`config.mk`:
```
export PLATFORM = sky130hd
export DESIGN_NAME = pi_fifo_flat
export DESIGN_NICKNAME = d
export VERILOG_FILES = /design/src/rtl/pi_fifo_if.sv /design/src/rtl/pi_fifo.sv /design/src/flat_wrapper.sv
export SDC_FILE = /design/constraint.sdc
export NUM_CORES = 1
export LEC_CHECK = 0
export ABC_CLOCK_PERIOD_IN_PS = 5370
export CORE_UTILIZATION = 55
export DETAILED_ROUTE_END_ITERATION = 6
export HOLD_SLACK_MARGIN = 0.08
export PLACE_DENSITY_LB_ADDON = 0.12
export SLEW_MARGIN = 10
export SYNTH_ARGS = -nofsm -noshare
export SYNTH_HDL_FRONTEND = slang
export SYNTH_SLANG_ARGS = --single-unit
```
`constraint.sdc`:
```
create_clock -name clk -period 5.37 [get_ports clk]
set_input_delay 1.074 -clock clk [delete_from_list [all_inputs] [get_ports clk]]
set_output_delay 1.074 -clock clk [all_outputs]
set_load 0.1 [all_outputs]
```
`src/rtl/pi_fifo_if.sv`:
```
// PI bus bundle for the FIFO window: access strobe, command, address,
// write data from the MCU side and read data back from the bridge.
interface pi_fifo_if;
    logic        pi_act;
    logic        pi_oe;
    logic        pi_we;
    logic        pi_ce_fifo;
    logic [15:0] pi_addr;
    logic [7:0]  pi_dato;
    logic [7:0]  pi_dati;

    modport master (
        output pi_act,
        output pi_oe,
        output pi_we,
        output pi_ce_fifo,
        output pi_addr,
        output pi_dato,
        input  pi_dati
    );

    modport slave (
        input  pi_act,
        input  pi_oe,
        input  pi_we,
        input  pi_ce_fifo,
        input  pi_addr,
        input  pi_dato,
        output pi_dati
    );
endinterface

```
`src/rtl/pi_fifo.sv`:
```
// Dual byte FIFO bridge between the asynchronous PI bus (MCU side) and the
// clk-domain host logic. M2H carries MCU bytes to the host, H2M carries host
// bytes to the MCU; a read-to-clear status byte reports flags and errors.
module pi_fifo #(
    parameter int DEPTH = 16
) (
    input  logic       clk,
    input  logic       rst,
    pi_fifo_if.slave   pi,
    input  logic       h_we,
    input  logic       h_oe,
    input  logic [7:0] h_din,
    output logic [7:0] h_dout,
    output logic       h_rxe,
    output logic       h_txf,
    output logic       irq
);

    localparam int AW = $clog2(DEPTH);
    localparam logic [AW:0] PTR_ONE = {{AW{1'b0}}, 1'b1};

    // PI strobe synchronizer, edge register and access tracking
    logic       act_s1_q, act_s1_d;
    logic       act_s2_q, act_s2_d;
    logic       act_e_q, act_e_d;
    logic [1:0] settle_q, settle_d;
    logic       pi_idle_q, pi_idle_d;
    logic       armed_q, armed_d;

    // Command snapshot taken at rise, used at fall
    logic       sel_ce_q, sel_ce_d;
    logic       sel_st_q, sel_st_d;
    logic       cap_we_q, cap_we_d;
    logic       cap_oe_q, cap_oe_d;
    logic [7:0] cap_d_q, cap_d_d;
    logic [7:0] pi_dati_q, pi_dati_d;

    // FIFO storage and pointers
    logic [7:0]  m2h_mem_q [DEPTH];
    logic [7:0]  m2h_mem_d [DEPTH];
    logic [7:0]  h2m_mem_q [DEPTH];
    logic [7:0]  h2m_mem_d [DEPTH];
    logic [AW:0] m2h_wp_q, m2h_wp_d, m2h_rp_q, m2h_rp_d;
    logic [AW:0] h2m_wp_q, h2m_wp_d, h2m_rp_q, h2m_rp_d;
    logic        ovf_q, ovf_d;
    logic        udf_q, udf_d;

    // Decoded events
    logic rise, fall, rise_ok, commit;
    logic m2h_empty, m2h_full, h2m_empty, h2m_full;
    logic pi_push_m2h, m2h_pop_ok, m2h_push_ok, m2h_drop;
    logic pi_pop_h2m, h2m_pop_ok, h2m_push_ok, h2m_drop;
    logic udf_set, st_clr;
    logic [7:0] status_byte, h2m_head;

    // Flag decode and event qualification shared by all next-state logic
    always_comb begin
        rise      = act_s2_q & ~act_e_q;
        fall      = ~act_s2_q & act_e_q;
        // A rise seen before the synchronizer has shown pi_act low after
        // reset belongs to an access that reset interrupted; it is ignored.
        rise_ok   = rise & pi_idle_q;
        commit    = fall & armed_q;

        m2h_empty = (m2h_wp_q == m2h_rp_q);
        m2h_full  = (m2h_wp_q[AW] != m2h_rp_q[AW]) &&
                    (m2h_wp_q[AW-1:0] == m2h_rp_q[AW-1:0]);
        h2m_empty = (h2m_wp_q == h2m_rp_q);
        h2m_full  = (h2m_wp_q[AW] != h2m_rp_q[AW]) &&
                    (h2m_wp_q[AW-1:0] == h2m_rp_q[AW-1:0]);

        pi_push_m2h = commit & sel_ce_q & ~sel_st_q & cap_we_q;
        m2h_pop_ok  = h_oe & ~m2h_empty;
        m2h_push_ok = pi_push_m2h & (~m2h_full | m2h_pop_ok);
        m2h_drop    = pi_push_m2h & ~m2h_push_ok;

        pi_pop_h2m  = commit & sel_ce_q & ~sel_st_q & cap_oe_q;
        h2m_pop_ok  = pi_pop_h2m & ~h2m_empty;
        h2m_push_ok = h_we & (~h2m_full | h2m_pop_ok);
        h2m_drop    = h_we & ~h2m_push_ok;

        udf_set = pi_pop_h2m & h2m_empty;
        st_clr  = commit & sel_ce_q & sel_st_q & cap_oe_q;

        h2m_head    = h2m_empty ? 8'hFF : h2m_mem_q[h2m_rp_q[AW-1:0]];
        status_byte = {2'b00, udf_q, ovf_q, m2h_full, m2h_empty,
                       h2m_full, h2m_empty};
    end

    // Synchronizer, settle tracking and rise/fall pairing
    always_comb begin
        act_s1_d  = pi.pi_act;
        act_s2_d  = act_s1_q;
        act_e_d   = act_s2_q;
        settle_d  = (settle_q == 2'd2) ? settle_q : settle_q + 2'd1;
        pi_idle_d = pi_idle_q | ((settle_q == 2'd2) & ~act_s2_q);
        armed_d   = armed_q;
        if (rise_ok) begin
            armed_d = 1'b1;
        end else if (fall) begin
            armed_d = 1'b0;
        end
    end

    // Command capture and PI read data, both taken at rise
    always_comb begin
        sel_ce_d  = sel_ce_q;
        sel_st_d  = sel_st_q;
        cap_we_d  = cap_we_q;
        cap_oe_d  = cap_oe_q;
        cap_d_d   = cap_d_q;
        pi_dati_d = pi_dati_q;
        if (rise_ok) begin
            sel_ce_d = pi.pi_ce_fifo;
            sel_st_d = pi.pi_addr[15];
            cap_we_d = pi.pi_we;
            cap_oe_d = pi.pi_oe;
            cap_d_d  = pi.pi_dato;
            if (pi.pi_ce_fifo & pi.pi_oe) begin
                pi_dati_d = pi.pi_addr[15] ? status_byte : h2m_head;
            end
        end
    end

    // FIFO pointer/storage updates and sticky error flags
    always_comb begin
        m2h_mem_d = m2h_mem_q;
        h2m_mem_d = h2m_mem_q;
        m2h_wp_d  = m2h_wp_q;
        m2h_rp_d  = m2h_rp_q;
        h2m_wp_d  = h2m_wp_q;
        h2m_rp_d  = h2m_rp_q;
        if (m2h_push_ok) begin
            m2h_mem_d[m2h_wp_q[AW-1:0]] = cap_d_q;
            m2h_wp_d = m2h_wp_q + PTR_ONE;
        end
        if (m2h_pop_ok) begin
            m2h_rp_d = m2h_rp_q + PTR_ONE;
        end
        if (h2m_push_ok) begin
            h2m_mem_d[h2m_wp_q[AW-1:0]] = h_din;
            h2m_wp_d = h2m_wp_q + PTR_ONE;
        end
        if (h2m_pop_ok) begin
            h2m_rp_d = h2m_rp_q + PTR_ONE;
        end
        // A new error in the same cycle as a status read survives the clear
        ovf_d = (ovf_q & ~st_clr) | m2h_drop | h2m_drop;
        udf_d = (udf_q & ~st_clr) | udf_set;
    end

    // State registers with synchronous reset
    always_ff @(posedge clk) begin
        if (rst) begin
            act_s1_q  <= 1'b0;
            act_s2_q  <= 1'b0;
            act_e_q   <= 1'b0;
            settle_q  <= 2'd0;
            pi_idle_q <= 1'b0;
            armed_q   <= 1'b0;
            sel_ce_q  <= 1'b0;
            sel_st_q  <= 1'b0;
            cap_we_q  <= 1'b0;
            cap_oe_q  <= 1'b0;
            cap_d_q   <= 8'h00;
            pi_dati_q <= 8'hFF;
            m2h_wp_q  <= '0;
            m2h_rp_q  <= '0;
            h2m_wp_q  <= '0;
            h2m_rp_q  <= '0;
            ovf_q     <= 1'b0;
            udf_q     <= 1'b0;
            for (int i = 0; i < DEPTH; i++) begin
                m2h_mem_q[i] <= 8'h00;
                h2m_mem_q[i] <= 8'h00;
            end
        end else begin
            act_s1_q  <= act_s1_d;
            act_s2_q  <= act_s2_d;
            act_e_q   <= act_e_d;
            settle_q  <= settle_d;
            pi_idle_q <= pi_idle_d;
            armed_q   <= armed_d;
            sel_ce_q  <= sel_ce_d;
            sel_st_q  <= sel_st_d;
            cap_we_q  <= cap_we_d;
            cap_oe_q  <= cap_oe_d;
            cap_d_q   <= cap_d_d;
            pi_dati_q <= pi_dati_d;
            m2h_wp_q  <= m2h_wp_d;
            m2h_rp_q  <= m2h_rp_d;
            h2m_wp_q  <= h2m_wp_d;
            h2m_rp_q  <= h2m_rp_d;
            ovf_q     <= ovf_d;
            udf_q     <= udf_d;
            m2h_mem_q <= m2h_mem_d;
            h2m_mem_q <= h2m_mem_d;
        end
    end

    assign pi.pi_dati = pi_dati_q;
    assign h_dout     = m2h_empty ? 8'hFF : m2h_mem_q[m2h_rp_q[AW-1:0]];
    assign h_rxe      = m2h_empty;
    assign h_txf      = h2m_full;
    assign irq        = ~m2h_empty;

endmodule

```
`src/flat_wrapper.sv`:
```
// flat-port wrapper written by rule: the top's interface ports become plain ports
module pi_fifo_flat 
#(
    parameter int DEPTH = 16
)
  (clk, rst, h_we, h_oe, h_din, h_dout, h_rxe, h_txf, irq, pi_pi_act, pi_pi_oe, pi_pi_we, pi_pi_ce_fifo, pi_pi_addr, pi_pi_dato, pi_pi_dati);
  pi_fifo_if pi_i ();
  input  logic clk;
  input  logic rst;
  input  logic h_we;
  input  logic h_oe;
  input  logic [7:0] h_din;
  output logic [7:0] h_dout;
  output logic h_rxe;
  output logic h_txf;
  output logic irq;
  input wire logic [$bits(pi_i.pi_act)-1:0] pi_pi_act;
  input wire logic [$bits(pi_i.pi_oe)-1:0] pi_pi_oe;
  input wire logic [$bits(pi_i.pi_we)-1:0] pi_pi_we;
  input wire logic [$bits(pi_i.pi_ce_fifo)-1:0] pi_pi_ce_fifo;
  input wire logic [$bits(pi_i.pi_addr)-1:0] pi_pi_addr;
  input wire logic [$bits(pi_i.pi_dato)-1:0] pi_pi_dato;
  output wire logic [$bits(pi_i.pi_dati)-1:0] pi_pi_dati;
  assign pi_i.pi_act = pi_pi_act;
  assign pi_i.pi_oe = pi_pi_oe;
  assign pi_i.pi_we = pi_pi_we;
  assign pi_i.pi_ce_fifo = pi_pi_ce_fifo;
  assign pi_i.pi_addr = pi_pi_addr;
  assign pi_i.pi_dato = pi_pi_dato;
  assign pi_pi_dati = pi_i.pi_dati;
  pi_fifo #(.DEPTH(DEPTH)) u_core (.clk(clk), .rst(rst), .pi(pi_i), .h_we(h_we), .h_oe(h_oe), .h_din(h_din), .h_dout(h_dout), .h_rxe(h_rxe), .h_txf(h_txf), .irq(irq));
endmodule
```
### Yosys cells after proc, flatten, opt, wreduce, memory -nomap -nowiden

Index checks and enable logic that the tools add are counted.

| storage, ports and cells | value |
|---|---|
| input bits | 40 |
| flip-flop bits (word level) | 305 |
| word-level logic and storage cells | 132 |
| output and inout port bits | 19 |

| operators by class | value |
|---|---|
| magnitude comparators | 6 |
| reductions and logical operators | 6 |
| muxes and demuxes | 17 |
| add/sub/neg operators | 5 |
| eq/ne operators | 7 |
| bitwise gates (word level) | 41 |

Operator list:

| kind | count |
|---|---|
| $bwmux W128 | 2 |
| $mux W8 | 9 |
| $bmux W8 S4 | 2 |
| $demux W8 S4 | 2 |
| $and A1 B1 Y1 | 21 |
| $add A5 B1 Y5 const B | 4 |
| $ge A5 B5 Y1 const B | 4 |
| $not A4 Y5 | 4 |
| $eq A5 B5 Y1 | 2 |
| $lt A5 B1 Y1 const B | 2 |
| $not A1 Y1 | 10 |
| $eq A4 B4 Y1 | 2 |
| $or A1 B1 Y1 | 6 |
| $logic_and A1 B1 Y1 | 4 |
| $add A2 B1 Y2 const B | 1 |
| $eq A2 B2 Y1 const B | 1 |
| $mux W1 | 2 |
| $ne A1 B1 Y1 | 2 |
| $reduce_and A2 Y1 | 1 |
| $reduce_bool A2 Y1 | 1 |

### Logic depth before layout (Yosys ltp)

| logic depth | value |
|---|---|
| depth after elaboration | 12 |
| depth in mapped cells | 8 |

### Worst setup path before layout

No wires, ideal clock.

| timing | value |
|---|---|
| path kind | register to output |
| from | register u_core.m2h_rp_q[1] |
| to | output port h_dout[0] |
| path slack | 1.108 ns |
| stages on the path, launching flop included | 8 |
| data arrival time | 3.188 ns |
| cells stage by stage | dfxtp_1 -> buf_2 -> xnor2_1 -> and4_4 -> buf_6 -> nand2_1 -> inv_1 -> or2_2 |

RTL lines:

| what | line | source |
|---|---|---|
| from (decl) | pi_fifo.sv:43 | `logic [AW:0] m2h_wp_q, m2h_wp_d, m2h_rp_q, m2h_rp_d;` |
| from (signal assigned) | pi_fifo.sv:191 | `m2h_rp_q <= m2h_rp_d;` |
| $eq A5 B5 Y1 | pi_fifo.sv:65 | `m2h_empty = (m2h_wp_q == m2h_rp_q);` |
| net h_rxe | flat_wrapper.sv:14 | `output logic h_rxe;` |
| $mux W8 | pi_fifo.sv:202 | `assign h_dout = m2h_empty ? 8'hFF : m2h_mem_q[m2h_rp_q[AW-1:0]];` |
| to (decl) | flat_wrapper.sv:13 | `output logic [7:0] h_dout;` |

The timed path passes the listed nets, and every way through them passes these cells. The select of a mux whose other input is x is not followed.

### Worst setup path after layout

| timing | value |
|---|---|
| from | register u_core.m2h_rp_q[0] |
| to | output port h_dout[7] |

| between the ends | value |
|---|---|
| longest elaborated chain between the ends | 5 |

RTL lines:

| what | line |
|---|---|
| $not A4 Y5 (not written as such) | pi_fifo.sv:202 |
| $bmux W8 S4 | pi_fifo.sv:202 |
| $mux W8 (not written as such) (2 in a row) | pi_fifo.sv:202 |
| $mux W8 * | pi_fifo.sv:202 |

Mark *: on every way between the ends. The rest lies on a longest branch, timed or not. The select of a mux whose other input is x is not followed.

==> reports/results.ini <==
[run_status]
status = finished, final reports clean

[clock_network]
cts_hold_buf = 0
cts_tree = yes
cts_htree_levels = 2
cts_resized = 0
cts_buffer_depth = 3
insertion_delay_ps = 510
post_cts_buffers = 0
root_buffer = clkbuf_16
clkTransAtPathRegs_ps = 60
cts_buffers = 34
cts.sinks = 305

[worst_setup_path]
path_buf_inv = 2
cp-end-kind = primary output
cp.required_ps = 4300
worstPathCellList = buf_4, mux4_2, mux4_2, or2_2, buf_4
crit_family = multiplexers
slowest_delay_ps = 820
arrival_ps = 3260
worst_setup_path_start_kind = register
crit_path_top_delay_cell = dfxtp_2
crit_fanout = 21
critPathKind = reg -> out

[routing]
drt-initial-drc-count = 734
totalWireLength_mm = 30.6
post_drt_wl_per_cell_microns = 18.8
antenna_left = 0
viasPerCell = 5.75
vias = 9386
drt_first_pass_iters = 5
drc = 0

[hold_path]
hold_path.class = reg -> reg

[synth]
synth_area_leader_cell = dfxtp_1
synth.area.top_cells = dfxtp_1 44%, mux2i_1 19%, mux4_2 11%
syn_avg_cell_area_sq_um = 10.8
ys.flop_type = dfxtp_1
synth_top_area_share_pct = 43.6
yosysWarnings = 0
syn-cell-area_sq_um = 14000
synth_edf_count = 0
syn_inst = 1292
ys_ff_latch = 305
ys_async_sr_fraction_pct = 0
yosysUniqueCellTypes = 59
yosysSeqAreaShare_pct = 43.6
syn-num-nets = 1343

[placed_design]
port_buffers = 43
post-place-cells = 1572
gp_congestion = 0.803
hpwl_mm = 19.4
place_ws_ps = 1500

[grt]
grt_pass1_vias = 8928
track_usage_pct = 23.6
grt_pass1_wl_mm = 48.9
grt-ovfl-total = 0
antenna_found_initial = 0
grt_max_degree = 158

[timing]
worst_slew_pin_slew_ps = 990
fin_tns_setup_ps = 0
report.final.slew_viol_count = 0
slew-limit-headroom_pct = 33.8
final-setup-viol-count = 0
clock.fmax_mhz = 231
finalHoldViolations = 0
post-route-min-period_ps = 4340
setup_slack_ps = 1030
fin_skew_ps = 12.0
rsz0062_at_grt = no
fin_crit_sh_pct = 80.8

[die]
die_w_microns = 162
initial_utilization_pct = 55.8
ioPinCount = 59
dieArea_sq_um = 26100
fp.coreArea_sq_um = 25100
die_h_microns = 162
rows = 58

[final_layout]
instances_no_fill = 1632
area_growth_pct = 10.8
nNetsFinal = 1329
final_cell_mix = 302 x dfxtp_1, 288 x nor2_1, 264 x mux2i_1, 70 x mux4_2, 42 x nand2_1
layout-drive-gt1-share_pct = 14.6
layout_commonest_cell = dfxtp_1
antenna_cells = 0

[power]
p_leak_nw = 5.76
ir_drop_mv = 0.273
power_density_nw_per_um2 = 307

[run]
drv_cap = 0

[synthesized netlist by cell type, types with 2 or more instances]
master     number
nor2b_1         9
o32ai_1         3
a311oi_1        3
nand2b_1        3
o211ai_1        3
o22ai_1         5
mux4_2         70
o2111ai_4       3
xnor2_1        19
o21bai_1        2
a31oi_1         5
a31oi_4         7
and3b_1         3
o21ai_0        10
ha_1           11
o31ai_4         4
or2_2           8
nand2_1        42
nand3_1        20
a311oi_4        3
a221o_1         2
buf_1           3
o2111ai_2       5
dfxtp_1       305
a211oi_1        4
buf_2           9
xor2_1          7
nor3_1          7
nand4_1         5
o21a_1          2
buf_6           6
buf_4          14
nor4_1          2
nor2_1        288
a211oi_4        5
clkbuf_1       72
mux2i_1       264
o2111a_1        3
a21oi_1        24
nand3b_1        4
a22oi_1         3
inv_1           8
[worst paths after layout]
path                            from               endpoint  slack (ps)  cells past startpoint
setup / recovery  u_core.m2h_rp_q[0]              h_dout[7]        1030                      5
hold / removal       u_core.act_s1_q         u_core.act_e_d         450                      1
setup reg to reg  u_core.m2h_rp_q[0]  u_core.m2h_mem_q[123]        2380                      5
hold reg to reg      u_core.act_s1_q         u_core.act_e_d         450                      1
[per-layer routing]
metal | global-route usage [%] | wire length (microns)
met4 | 6.56 | 567
met1 | 35.9 | 15500
met2 | 34.7 | 13200
met5 | 0 | 0
met3 | 3.42 | 1420
[stage by stage]
step / total power, W / hold WS (ps) / area (sq um) / util (%)
after detailed placement: 0.00258 / 428 / 14400 / 57.5
after global routing: 0.00492 / 469 / 15500 / 61.9
final: 0.00477 / 453 / 15500 / 61.9
after global placement: 0.00257 / 443 / 14400 / 57.5
after floorplan: 0.00251 / 414 / 14000 / -
after CTS: 0.00481 / 459 / 15500 / 61.9
[state kept, by name (all words and copies together) (netlist names), 2 cells and up]
name and cells:
u_core.settle_q 2, u_core.cap_d_q 8, u_core.h2m_rp_q 5, u_core.m2h_rp_q 5, u_core.h2m_mem_q 128, u_core.h2m_wp_q 5
u_core.m2h_mem_q 128, u_core.pi.pi_dati 8, u_core.m2h_wp_q 5
[power by group]
| group | switching [W] | internal (W) | total [W] |
|---|---|---|---|
| Sequential | 0.0000220 | 0.00229 | 0.00231 |
| Clock | 0.000898 | 0.00134 | 0.00224 |
| Combinational | 0.000142 | 0.0000763 | 0.000219 |
[worst register-to-register path: stages, from the launching register on]
cell and delay (ps):
dfxtp_2 820, xnor2_1 260, nand4_2 570, o2111ai_2 860, mux2i_1 270, nor2_1 60
[cell families after synthesis]
kind of cell	Yosys count	share of synthesized area [%]
AND/OR/NAND/NOR	402	12.2
multiplexers	334	30.1
flip-flops	305	43.6
buffers and inverters	112	3.78
AO/OA/AOI/OAI	100	7.48
XOR/XNOR	28	1.94
adder cells (fa/ha/maj)	11	0.982
[layout make-up]
| class | instances | area [sq um] |
|---|---|---|
| sequential | 305 | 6110 |
| fill | 2083 | 9580 |
| multi-input combinational | 875 | 7390 |
| timing repair buffer | 54 | 503 |
| clock buffer | 53 | 1050 |
| clock inverter | 7 | 41.3 |
| tap | 330 | 413 |
| inverter | 8 | 30.0 |
No activity file was read; power rests on OpenSTA's default activity.
